**src/rtl/dps_utim64_pkg.sv**
```systemverilog
// rtl/dps_utim64_pkg.sv - shared types and constants for the UTIM64 host initiator
package dps_utim64_pkg;

    typedef enum logic [2:0] {
        ST_IDLE       = 3'd0,
        ST_ISSUE      = 3'd1,
        ST_RD_WAIT    = 3'd2,
        ST_IRQ_ACK    = 3'd3,
        ST_FLAG_ISSUE = 3'd4,
        ST_FLAG_WAIT  = 3'd5
    } state_t;

    localparam int          TIMEOUT_DEFAULT   = 1024;
    localparam logic [4:0]  FLAG_ADDR_DEFAULT = 5'h1F;
    localparam logic        RW_WRITE          = 1'b1;
    localparam logic        RW_READ           = 1'b0;
    localparam int          FLAG_W            = 8;

endpackage

```
**src/rtl/dps_utim64_host_if.sv**
```systemverilog
// rtl/dps_utim64_host_if.sv - core-side command bus, device request bus and IRQ signals
interface dps_utim64_host_if;

    logic                                iCMD_VALID;
    logic                                oCMD_BUSY;
    logic                                iCMD_RW;
    logic [4:0]                          iCMD_ADDR;
    logic [31:0]                         iCMD_DATA;
    logic                                oRD_VALID;
    logic [31:0]                         oRD_DATA;
    logic                                oRD_ERR;
    logic                                oDEV_REQ_VALID;
    logic                                iDEV_REQ_BUSY;
    logic                                oDEV_REQ_RW;
    logic [4:0]                          oDEV_REQ_ADDR;
    logic [31:0]                         oDEV_REQ_DATA;
    logic                                iDEV_REQ_VALID;
    logic [31:0]                         iDEV_REQ_DATA;
    logic                                iDEV_IRQ_VALID;
    logic                                oDEV_IRQ_ACK;
    logic                                oIRQ_VALID;
    logic [dps_utim64_pkg::FLAG_W-1:0]   oIRQ_FLAGS;
    logic                                iIRQ_ACK;

    // Host side: drives the device bus and the core-side responses
    modport master (
        input  iCMD_VALID, iCMD_RW, iCMD_ADDR, iCMD_DATA,
        input  iDEV_REQ_BUSY, iDEV_REQ_VALID, iDEV_REQ_DATA,
        input  iDEV_IRQ_VALID, iIRQ_ACK,
        output oCMD_BUSY, oRD_VALID, oRD_DATA, oRD_ERR,
        output oDEV_REQ_VALID, oDEV_REQ_RW, oDEV_REQ_ADDR, oDEV_REQ_DATA,
        output oDEV_IRQ_ACK, oIRQ_VALID, oIRQ_FLAGS
    );

    // Environment side: core plus device
    modport slave (
        output iCMD_VALID, iCMD_RW, iCMD_ADDR, iCMD_DATA,
        output iDEV_REQ_BUSY, iDEV_REQ_VALID, iDEV_REQ_DATA,
        output iDEV_IRQ_VALID, iIRQ_ACK,
        input  oCMD_BUSY, oRD_VALID, oRD_DATA, oRD_ERR,
        input  oDEV_REQ_VALID, oDEV_REQ_RW, oDEV_REQ_ADDR, oDEV_REQ_DATA,
        input  oDEV_IRQ_ACK, oIRQ_VALID, oIRQ_FLAGS
    );

endinterface

```
**src/rtl/dps_utim64_host_wdt.sv**
```systemverilog
// rtl/dps_utim64_host_wdt.sv - clearable 16-bit response timeout counter
module dps_utim64_host_wdt #(
    parameter int P_TIMEOUT = 1024
) (
    input  logic clk_i,
    input  logic rst_i,
    input  logic clr_i,
    input  logic en_i,
    output logic tc_o
);

    // tc fires on the enabled cycle that would bring the count up to P_TIMEOUT
    localparam logic [15:0] TC_VAL = 16'(P_TIMEOUT - 1);

    logic [15:0] count_q;

    // Count enabled wait cycles; clear wins so each transfer starts from zero
    always_ff @(posedge clk_i or posedge rst_i) begin
        if (rst_i) begin
            count_q <= '0;
        end else if (clr_i) begin
            count_q <= '0;
        end else if (en_i) begin
            count_q <= count_q + 16'd1;
        end
    end

    assign tc_o = en_i && (count_q == TC_VAL);

endmodule

```
**src/rtl/dps_utim64_host.sv**
```systemverilog
// rtl/dps_utim64_host.sv - UTIM64 request/IRQ initiator: command issue, read wait, IRQ flag fetch
module dps_utim64_host
    import dps_utim64_pkg::*;
#(
    parameter int         P_TIMEOUT   = TIMEOUT_DEFAULT,
    parameter logic [4:0] P_FLAG_ADDR = FLAG_ADDR_DEFAULT
) (
    input  logic              iCLOCK,
    input  logic              iRESET,
    dps_utim64_host_if.master bus
);

    state_t             state_q;
    logic               req_valid_q;
    logic               req_rw_q;
    logic [4:0]         req_addr_q;
    logic [31:0]        req_data_q;
    logic               rd_valid_q;
    logic [31:0]        rd_data_q;
    logic               rd_err_q;
    logic               irq_ack_q;
    logic               irq_valid_q;
    logic [FLAG_W-1:0]  irq_flags_q;

    logic               irq_take;
    logic               xfer;
    logic               wdt_en;
    logic               wdt_tc;

    // A device IRQ is only taken once the previous flags were consumed
    assign irq_take = bus.iDEV_IRQ_VALID && !irq_valid_q;
    assign xfer     = req_valid_q && !bus.iDEV_REQ_BUSY;
    assign wdt_en   = (state_q == ST_RD_WAIT) || (state_q == ST_FLAG_WAIT);

    dps_utim64_host_wdt #(
        .P_TIMEOUT (P_TIMEOUT)
    ) u_wdt (
        .clk_i (iCLOCK),
        .rst_i (iRESET),
        .clr_i (xfer),
        .en_i  (wdt_en),
        .tc_o  (wdt_tc)
    );

    // Main sequencer: command issue, read completion, IRQ ack and flag fetch
    always_ff @(posedge iCLOCK or posedge iRESET) begin
        if (iRESET) begin
            state_q     <= ST_IDLE;
            req_valid_q <= 1'b0;
            req_rw_q    <= 1'b0;
            req_addr_q  <= '0;
            req_data_q  <= '0;
            rd_valid_q  <= 1'b0;
            rd_data_q   <= '0;
            rd_err_q    <= 1'b0;
            irq_ack_q   <= 1'b0;
            irq_valid_q <= 1'b0;
            irq_flags_q <= '0;
        end else begin
            rd_valid_q <= 1'b0;
            irq_ack_q  <= 1'b0;

            // Flags cannot be re-captured while pending, so the ack clear never races a capture
            if (bus.iIRQ_ACK && irq_valid_q) begin
                irq_valid_q <= 1'b0;
                irq_flags_q <= '0;
            end

            case (state_q)
                ST_IDLE: begin
                    if (irq_take) begin
                        irq_ack_q <= 1'b1;
                        state_q   <= ST_IRQ_ACK;
                    end else if (bus.iCMD_VALID) begin
                        req_rw_q    <= bus.iCMD_RW;
                        req_addr_q  <= bus.iCMD_ADDR;
                        req_data_q  <= bus.iCMD_DATA;
                        req_valid_q <= 1'b1;
                        state_q     <= ST_ISSUE;
                    end
                end
                ST_ISSUE: begin
                    if (xfer) begin
                        req_valid_q <= 1'b0;
                        state_q     <= (req_rw_q == RW_WRITE) ? ST_IDLE : ST_RD_WAIT;
                    end
                end
                ST_RD_WAIT: begin
                    if (bus.iDEV_REQ_VALID) begin
                        rd_valid_q <= 1'b1;
                        rd_data_q  <= bus.iDEV_REQ_DATA;
                        rd_err_q   <= 1'b0;
                        state_q    <= ST_IDLE;
                    end else if (wdt_tc) begin
                        rd_valid_q <= 1'b1;
                        rd_data_q  <= '0;
                        rd_err_q   <= 1'b1;
                        state_q    <= ST_IDLE;
                    end
                end
                ST_IRQ_ACK: begin
                    req_rw_q    <= RW_READ;
                    req_addr_q  <= P_FLAG_ADDR;
                    req_data_q  <= '0;
                    req_valid_q <= 1'b1;
                    state_q     <= ST_FLAG_ISSUE;
                end
                ST_FLAG_ISSUE: begin
                    if (xfer) begin
                        req_valid_q <= 1'b0;
                        state_q     <= ST_FLAG_WAIT;
                    end
                end
                ST_FLAG_WAIT: begin
                    // A zero flag byte is a spurious IRQ; a timeout is dropped silently
                    if (bus.iDEV_REQ_VALID) begin
                        if (bus.iDEV_REQ_DATA[FLAG_W-1:0] != '0) begin
                            irq_flags_q <= bus.iDEV_REQ_DATA[FLAG_W-1:0];
                            irq_valid_q <= 1'b1;
                        end
                        state_q <= ST_IDLE;
                    end else if (wdt_tc) begin
                        state_q <= ST_IDLE;
                    end
                end
                default: begin
                    state_q <= ST_IDLE;
                end
            endcase
        end
    end

    assign bus.oCMD_BUSY      = (state_q != ST_IDLE) || irq_take;
    assign bus.oRD_VALID      = rd_valid_q;
    assign bus.oRD_DATA       = rd_data_q;
    assign bus.oRD_ERR        = rd_err_q;
    assign bus.oDEV_REQ_VALID = req_valid_q;
    assign bus.oDEV_REQ_RW    = req_rw_q;
    assign bus.oDEV_REQ_ADDR  = req_addr_q;
    assign bus.oDEV_REQ_DATA  = req_data_q;
    assign bus.oDEV_IRQ_ACK   = irq_ack_q;
    assign bus.oIRQ_VALID     = irq_valid_q;
    assign bus.oIRQ_FLAGS     = irq_flags_q;

endmodule
```
**src/flat_wrapper.sv**
```systemverilog
// flat-port wrapper written by rule: the top's interface ports become plain ports
module dps_utim64_host_flat import dps_utim64_pkg::*;
#(
    parameter int         P_TIMEOUT   = TIMEOUT_DEFAULT,
    parameter logic [4:0] P_FLAG_ADDR = FLAG_ADDR_DEFAULT
)
  (iCLOCK, iRESET, bus_iCMD_VALID, bus_iCMD_RW, bus_iCMD_ADDR, bus_iCMD_DATA, bus_iDEV_REQ_BUSY, bus_iDEV_REQ_VALID, bus_iDEV_REQ_DATA, bus_iDEV_IRQ_VALID, bus_iIRQ_ACK, bus_oCMD_BUSY, bus_oRD_VALID, bus_oRD_DATA, bus_oRD_ERR, bus_oDEV_REQ_VALID, bus_oDEV_REQ_RW, bus_oDEV_REQ_ADDR, bus_oDEV_REQ_DATA, bus_oDEV_IRQ_ACK, bus_oIRQ_VALID, bus_oIRQ_FLAGS);
  dps_utim64_host_if bus_i ();
  input  logic iCLOCK;
  input  logic iRESET;
  input wire logic [$bits(bus_i.iCMD_VALID)-1:0] bus_iCMD_VALID;
  input wire logic [$bits(bus_i.iCMD_RW)-1:0] bus_iCMD_RW;
  input wire logic [$bits(bus_i.iCMD_ADDR)-1:0] bus_iCMD_ADDR;
  input wire logic [$bits(bus_i.iCMD_DATA)-1:0] bus_iCMD_DATA;
  input wire logic [$bits(bus_i.iDEV_REQ_BUSY)-1:0] bus_iDEV_REQ_BUSY;
  input wire logic [$bits(bus_i.iDEV_REQ_VALID)-1:0] bus_iDEV_REQ_VALID;
  input wire logic [$bits(bus_i.iDEV_REQ_DATA)-1:0] bus_iDEV_REQ_DATA;
  input wire logic [$bits(bus_i.iDEV_IRQ_VALID)-1:0] bus_iDEV_IRQ_VALID;
  input wire logic [$bits(bus_i.iIRQ_ACK)-1:0] bus_iIRQ_ACK;
  output wire logic [$bits(bus_i.oCMD_BUSY)-1:0] bus_oCMD_BUSY;
  output wire logic [$bits(bus_i.oRD_VALID)-1:0] bus_oRD_VALID;
  output wire logic [$bits(bus_i.oRD_DATA)-1:0] bus_oRD_DATA;
  output wire logic [$bits(bus_i.oRD_ERR)-1:0] bus_oRD_ERR;
  output wire logic [$bits(bus_i.oDEV_REQ_VALID)-1:0] bus_oDEV_REQ_VALID;
  output wire logic [$bits(bus_i.oDEV_REQ_RW)-1:0] bus_oDEV_REQ_RW;
  output wire logic [$bits(bus_i.oDEV_REQ_ADDR)-1:0] bus_oDEV_REQ_ADDR;
  output wire logic [$bits(bus_i.oDEV_REQ_DATA)-1:0] bus_oDEV_REQ_DATA;
  output wire logic [$bits(bus_i.oDEV_IRQ_ACK)-1:0] bus_oDEV_IRQ_ACK;
  output wire logic [$bits(bus_i.oIRQ_VALID)-1:0] bus_oIRQ_VALID;
  output wire logic [$bits(bus_i.oIRQ_FLAGS)-1:0] bus_oIRQ_FLAGS;
  assign bus_i.iCMD_VALID = bus_iCMD_VALID;
  assign bus_i.iCMD_RW = bus_iCMD_RW;
  assign bus_i.iCMD_ADDR = bus_iCMD_ADDR;
  assign bus_i.iCMD_DATA = bus_iCMD_DATA;
  assign bus_i.iDEV_REQ_BUSY = bus_iDEV_REQ_BUSY;
  assign bus_i.iDEV_REQ_VALID = bus_iDEV_REQ_VALID;
  assign bus_i.iDEV_REQ_DATA = bus_iDEV_REQ_DATA;
  assign bus_i.iDEV_IRQ_VALID = bus_iDEV_IRQ_VALID;
  assign bus_i.iIRQ_ACK = bus_iIRQ_ACK;
  assign bus_oCMD_BUSY = bus_i.oCMD_BUSY;
  assign bus_oRD_VALID = bus_i.oRD_VALID;
  assign bus_oRD_DATA = bus_i.oRD_DATA;
  assign bus_oRD_ERR = bus_i.oRD_ERR;
  assign bus_oDEV_REQ_VALID = bus_i.oDEV_REQ_VALID;
  assign bus_oDEV_REQ_RW = bus_i.oDEV_REQ_RW;
  assign bus_oDEV_REQ_ADDR = bus_i.oDEV_REQ_ADDR;
  assign bus_oDEV_REQ_DATA = bus_i.oDEV_REQ_DATA;
  assign bus_oDEV_IRQ_ACK = bus_i.oDEV_IRQ_ACK;
  assign bus_oIRQ_VALID = bus_i.oIRQ_VALID;
  assign bus_oIRQ_FLAGS = bus_i.oIRQ_FLAGS;
  dps_utim64_host #(.P_TIMEOUT(P_TIMEOUT), .P_FLAG_ADDR(P_FLAG_ADDR)) u_core (.iCLOCK(iCLOCK), .iRESET(iRESET), .bus(bus_i));
endmodule
```
**config.mk**
```make
export PLATFORM = sky130hd
export DESIGN_NAME = dps_utim64_host_flat
export DESIGN_NICKNAME = d
export VERILOG_FILES = /design/src/rtl/dps_utim64_pkg.sv /design/src/rtl/dps_utim64_host_if.sv /design/src/rtl/dps_utim64_host_wdt.sv /design/src/rtl/dps_utim64_host.sv /design/src/flat_wrapper.sv
export SDC_FILE = /design/constraint.sdc
export NUM_CORES = 1
export LEC_CHECK = 0
export CAP_MARGIN = 20
export CORE_AREA = 2 2 106 108
export CTS_CLUSTER_SIZE = 30
export DETAILED_ROUTE_END_ITERATION = 7
export DIE_AREA = 0 0 108 110
export PLACE_DENSITY = 0.75
export SLEW_MARGIN = 20
export SYNTH_ARGS = -nofsm -noshare
export SYNTH_HDL_FRONTEND = slang
export SYNTH_SLANG_ARGS = --single-unit
```
**constraint.sdc**
```tcl
create_clock -name iCLOCK -period 3.55 [get_ports iCLOCK]
set_clock_uncertainty 0.15 [all_clocks]
set_input_delay 0.5325 -clock iCLOCK [delete_from_list [all_inputs] [get_ports iCLOCK]]
set_output_delay 0.5325 -clock iCLOCK [all_outputs]
set_load 0.02 [all_outputs]
```
* After elaboration in Yosys (flattened, before gate mapping)
Cells that the tools add are included.
** Operators by class
- $add $sub $neg :: 1
- $mul :: 0
- Divide/modulo/power cells :: 0
- Magnitude comparators :: 0
- Equal/unequal tests :: 13
- Shift operators :: 0
- Mux-type cells :: 40
- Bitwise logic cells :: 0
- Reductions and logical operators :: 21
** Operators by type and width (number)
- $mux 32 :: 4
- $pmux 32 s2 :: 1
- $mux 16 :: 2
- $mux 8 :: 4
- $mux 3 :: 6
- $add 16x1->16 const B :: 1
- $eq 16x10->1 const B :: 1
- $mux 1 :: 16
- $pmux 3 s5 :: 1
- $mux 5 :: 2
- $pmux 5 s2 :: 1
- $ne 2x2->1 const B :: 4
- $reduce_and 4->1 :: 2
- $reduce_bool 8->1 :: 1
- $eq 3x2->1 const B :: 2
- $eq 3x3->1 const B :: 2
- $reduce_bool 2->1 :: 3
- $reduce_bool 3->1 :: 2
- $logic_and 1x1->1 :: 4
- $reduce_or 2->1 :: 2
- $eq 3x1->1 const B :: 1
- $logic_not 3->1 :: 1
- $ne 3x1->1 const B :: 1
- $ne 3x2->1 const B :: 1
- 8 further kinds :: 10
** Word-level totals
- Register bits after elaboration :: 102
- Latch bits :: 0
- Bits in writable memories :: 0
- ROM bits :: 0
- Bits of input ports :: 77
- Logic and storage cells :: 87
- Memories kept :: 0

* Logic depth before layout (Yosys ltp)
- Word-level depth :: 6
- Gate-level depth with buffers :: 6

* Modules after synthesis
A second synthesis with hierarchy kept.
** Unflattened totals
- Cell total of the unflattened synthesis :: 382
- Area total of the unflattened synthesis :: 4428.0 um^2
** By module, submodules not included
- dps_utim64_host :: instances 1, cells each 298, area an instance 3613.5 um^2
- dps_utim64_host_wdt :: instances 1, cells each 84, area an instance 814.5 um^2

* Least setup slack after synthesis
No wires, ideal clock.
- Kind :: register to register
- From :: register u_core.u_wdt.count_q[10]
- To :: register u_core.rd_data_q[10] (netlist: u_core.bus.oRD_DATA[10])
- Library setup time :: 121 ps
- Arrival :: 1824 ps
- Required time :: 3279 ps
- Path slack :: 1455 ps
- Stages on the path, launching flop included :: 6
- Path buffers :: 1
- Period minus slack after synthesis :: 2095 ps
- Path through :: dfrtp_1 -> or4_4 -> o41ai_4 -> nand2_4 -> buf_6 -> a22o_1
** On the way
- Cells in the longest elaborated chain, start to end :: 4
** RTL lines
- start: declaration :: line dps_utim64_host_wdt.sv:15 : logic [15:0] count_q;
- start signal: assignment :: line dps_utim64_host_wdt.sv:24 : count_q <= count_q + 16'd1;
- $eq 16x10->1 :: line dps_utim64_host_wdt.sv:28 : assign tc_o = en_i && (count_q == TC_VAL);
- $logic_and 1x1->1 :: line dps_utim64_host_wdt.sv:28
- $reduce_bool 2->1 (no source line)
- $reduce_and 2->1 (no source line)
- end signal: assignment :: line dps_utim64_host.sv:91 : rd_data_q <= bus.iDEV_REQ_DATA;
- end: declaration :: line dps_utim64_host.sv:19 : logic [31:0] rd_data_q;
Every way passes these cells.
A chain may end at the register's enable or synchronous reset.

* Worst setup path after layout
- From :: register u_core.state_q[0]
- To :: output bus_oCMD_BUSY
** On the way
- Cells in the longest elaborated chain, start to end :: 2
** RTL lines
- start: declaration :: line dps_utim64_host.sv:13 : state_t state_q;
- start signal: assignment :: line dps_utim64_host.sv:85 : state_q <= (req_rw_q == RW_WRITE) ? ST_IDLE : ST_RD_WAIT;
- $reduce_bool 3->1 :: line dps_utim64_host.sv:133 : assign bus.oCMD_BUSY = (state_q != ST_IDLE) || irq_take;
- $logic_or 1x1->1 :: line dps_utim64_host.sv:133
- end: declaration :: line flat_wrapper.sv:20 : output wire logic [$bits(bus_i.oCMD_BUSY)-1:0] bus_oCMD_BUSY;
Every way passes these cells.

==> qor.yml <==
outcome: "finished, final reports clean"
rsz0062_at_grt: "false"
drt_pass1_iterations: 4
io_pins: 161
yosysWarnings: 0
hold_violations: 0
cellPowerDensity_nw_per_um2: 821.3
seqPwrFrac: 0.382
met1Wirelength_mm: 4.503
maxCapViolations: 0
clkPwrFrac: 0.155
synth_most_common_cell: "dfrtp_1"
swShare: 0.3698
arrival_ns: 1.95
comb_power_share: 0.463
finalCritPeriodShare: 0.7422
post-route-drc-count: 0
yosys.cell_types.count: 50
cts-root-buf: "clkbuf_8"
period_needed_ns: 2.635
synthTopCellsByCount: "dfrtp_1, a22o_1, nor2_1"
syn-cell-area_um2: 4173
synth.ff_latch_count: 102
setup_tns_ns: 0
grt_max_degree: 51
yosysTopAreaCellShare: 0.6117
final_cells: 625
synthArstFlopShare: 1.000
drive_gt1_frac: 0.08041
clk_pin_slew_ns: 0.09
antenna_left: 0
cp-end-kind: "output pin"
top_layer: "met4"
die_w_um: 108
grt_usage: 0.1786
htree_levels: 3
crit_fanout: 19
critPathLaunchType: "register"
viasPerCell: 5.258
synth_ff_type: "dfrtp_1"
slew_violations: 0
dp.cells: 609
yosys.area.top_type: "dfrtp_1"
fp-row-count: 38
max_freq_mhz: 379.5
holdCritPathClass: "reg2reg"
routed_wl_mm: 10.54
cts_setup_buffers: 0
drt-wirelength-per-cell_um: 16.86
synthTopCellsByArea: "dfrtp_1, a22o_1, a21oi_1"
p_leak_uw: 0.002612
regArea_um2: 2552
ctsHoldBuffers: 0
die_h_um: 110
nets: 558
via_count: 3286
grt_pass1_wl_mm: 16.55
core_um2: 10700
tightest_slew_ns: 1.023
start_util: 0.3901
area_growth_syn_to_layout_pct: 45.97
grt_pass1_vias: 3345
place.port_buffers: 160
dr.first_iter.drc_count: 166
critPathKind: "reg2out"
finalSetupViolCount: 0
clk_latency_ns: 0.37
crit_required_ns: 2.87
wl_met3_um: 742
grt.overflow.total: 0
cts.sink_count: 102
cts_buffers: 9
syn_area_per_cell_um2: 12.76
multi_input_area_um2: 1488
cts_tree: "built"
switching_power_uw: 1850
post_cts_resized: 0
synth_cells: 327
ys_seq_area_frac: 0.6117
cts_buffer_depth: 2
r2r_slack_ns: 1.17
synth_fp_nets: 405
design.die.area_um2: 11880
grt_antenna_before_repair: 0
gp_congestion: 0.7610
relSlewSlack: 0.3181
internal_power_uw: 3152
ir_drop_mv: 0.4157
wl_met2_mm: 5.125
antenna_cells: 0
hpwl_mm: 7.576
synth_edf_count: 0
fillers: 893
path summary, 6_finish.rpt:
check,start,end,cells after the start
setup / recovery,u_core.state_q[0],bus_oCMD_BUSY,3
hold / removal,u_core.bus.oRD_ERR,u_core.bus.oRD_ERR,2
setup reg to reg,u_core.u_wdt.count_q[0],u_core.bus.oRD_DATA[29],5
hold reg to reg,u_core.bus.oRD_ERR,u_core.bus.oRD_ERR,2
max in group asynchronous,iRESET,u_core.bus.oDEV_REQ_DATA[24],3
min in group asynchronous,iRESET,u_core.u_wdt.count_q[4],2
sequential cells by signal, summed over array words and instances, names as in the netlist:
register / flops
u_core.bus.oDEV_REQ_DATA: 32
u_core.u_wdt.count_q: 16
u_core.bus.oRD_VALID: 1
u_core.bus.oDEV_REQ_RW: 1
u_core.bus.oIRQ_VALID: 1
u_core.bus.oRD_ERR: 1
u_core.bus.oIRQ_FLAGS: 8
u_core.bus.oDEV_REQ_ADDR: 5
u_core.bus.oRD_DATA: 32
u_core.bus.oDEV_REQ_VALID: 1
u_core.bus.oDEV_IRQ_ACK: 1
u_core.state_q: 3
power by group through the flow:
| stage | clock, uW | combinational, uW | sequential, uW |
|---|---|---|---|
| after CTS | 799 | 2340 | 1920 |
| after global placement | 0 | 2300 | 1920 |
| after global routing | 845 | 2470 | 1970 |
| after floorplan | 0 | 790 | 2350 |
| after detailed placement | 0 | 2340 | 1920 |
| final | 775 | 2310 | 1910 |
critical path: stages, from the launching register on:
cell,delay [ns]
dfrtp_1,0.71
nor2_1,0.17
nand2_1,0.09
clkdlybuf4s50_1,0.62
stage by stage:
stage | total power, uW | util | hold slack, ns | setup slack, ns | area [um^2]
after floorplan | 3143 | - | 0.3650 | 0.1920 | 4173
after global placement | 4219 | 0.5492 | 0.3363 | 0.9338 | 5876
after detailed placement | 4262 | 0.5492 | 0.3354 | 0.8737 | 5876
after CTS | 5059 | 0.5694 | 0.3628 | 0.8973 | 6091
after global routing | 5286 | 0.5694 | 0.3791 | 0.7614 | 6091
final | 5002 | 0.5694 | 0.3548 | 0.9151 | 6091
kinds of logic after synthesis:
group,share of synthesized area
buf+inv,0.03238
xor+xnor,0.01469
simple gates,0.09205
mux,0.002698
compound gates,0.2435
fa+ha+maj,0.002998
flops,0.6117
per-layer routing:
layer / track usage / vias up
li1: - / 1539
met1: 0.2287 / 1627
met2: 0.2907 / 106
met3: 0.05761 / 14
met4: 0.05586 / 0
met5: 0 / -
final cells by class:
| type | instances | share of cell area |
|---|---|---|
| Multi-Input combinational cell | 197 | 0.2442 |
| Clock inverter | 6 | 0.01274 |
| Sequential cell | 102 | 0.4191 |
| Timing Repair Buffer | 165 | 0.2691 |
| Inverter | 5 | 0.003492 |
| Tap cell | 140 | 0.02876 |
| Clock buffer | 10 | 0.02260 |
placed cells by master (no fill, tap or decap), types with 5 or more instances in the layout:
| cell type | n |
|---|---|
| dfrtp_1 | 102 |
| clkbuf_8 | 10 |
| nand2_1 | 15 |
| o22a_1 | 6 |
| nor2_1 | 17 |
| buf_4 | 5 |
| o21ai_0 | 6 |
| a22o_1 | 70 |
| nor4_1 | 5 |
| clkdlybuf4s50_1 | 160 |
| a21oi_1 | 15 |
(Power assumes the default switching activity.)
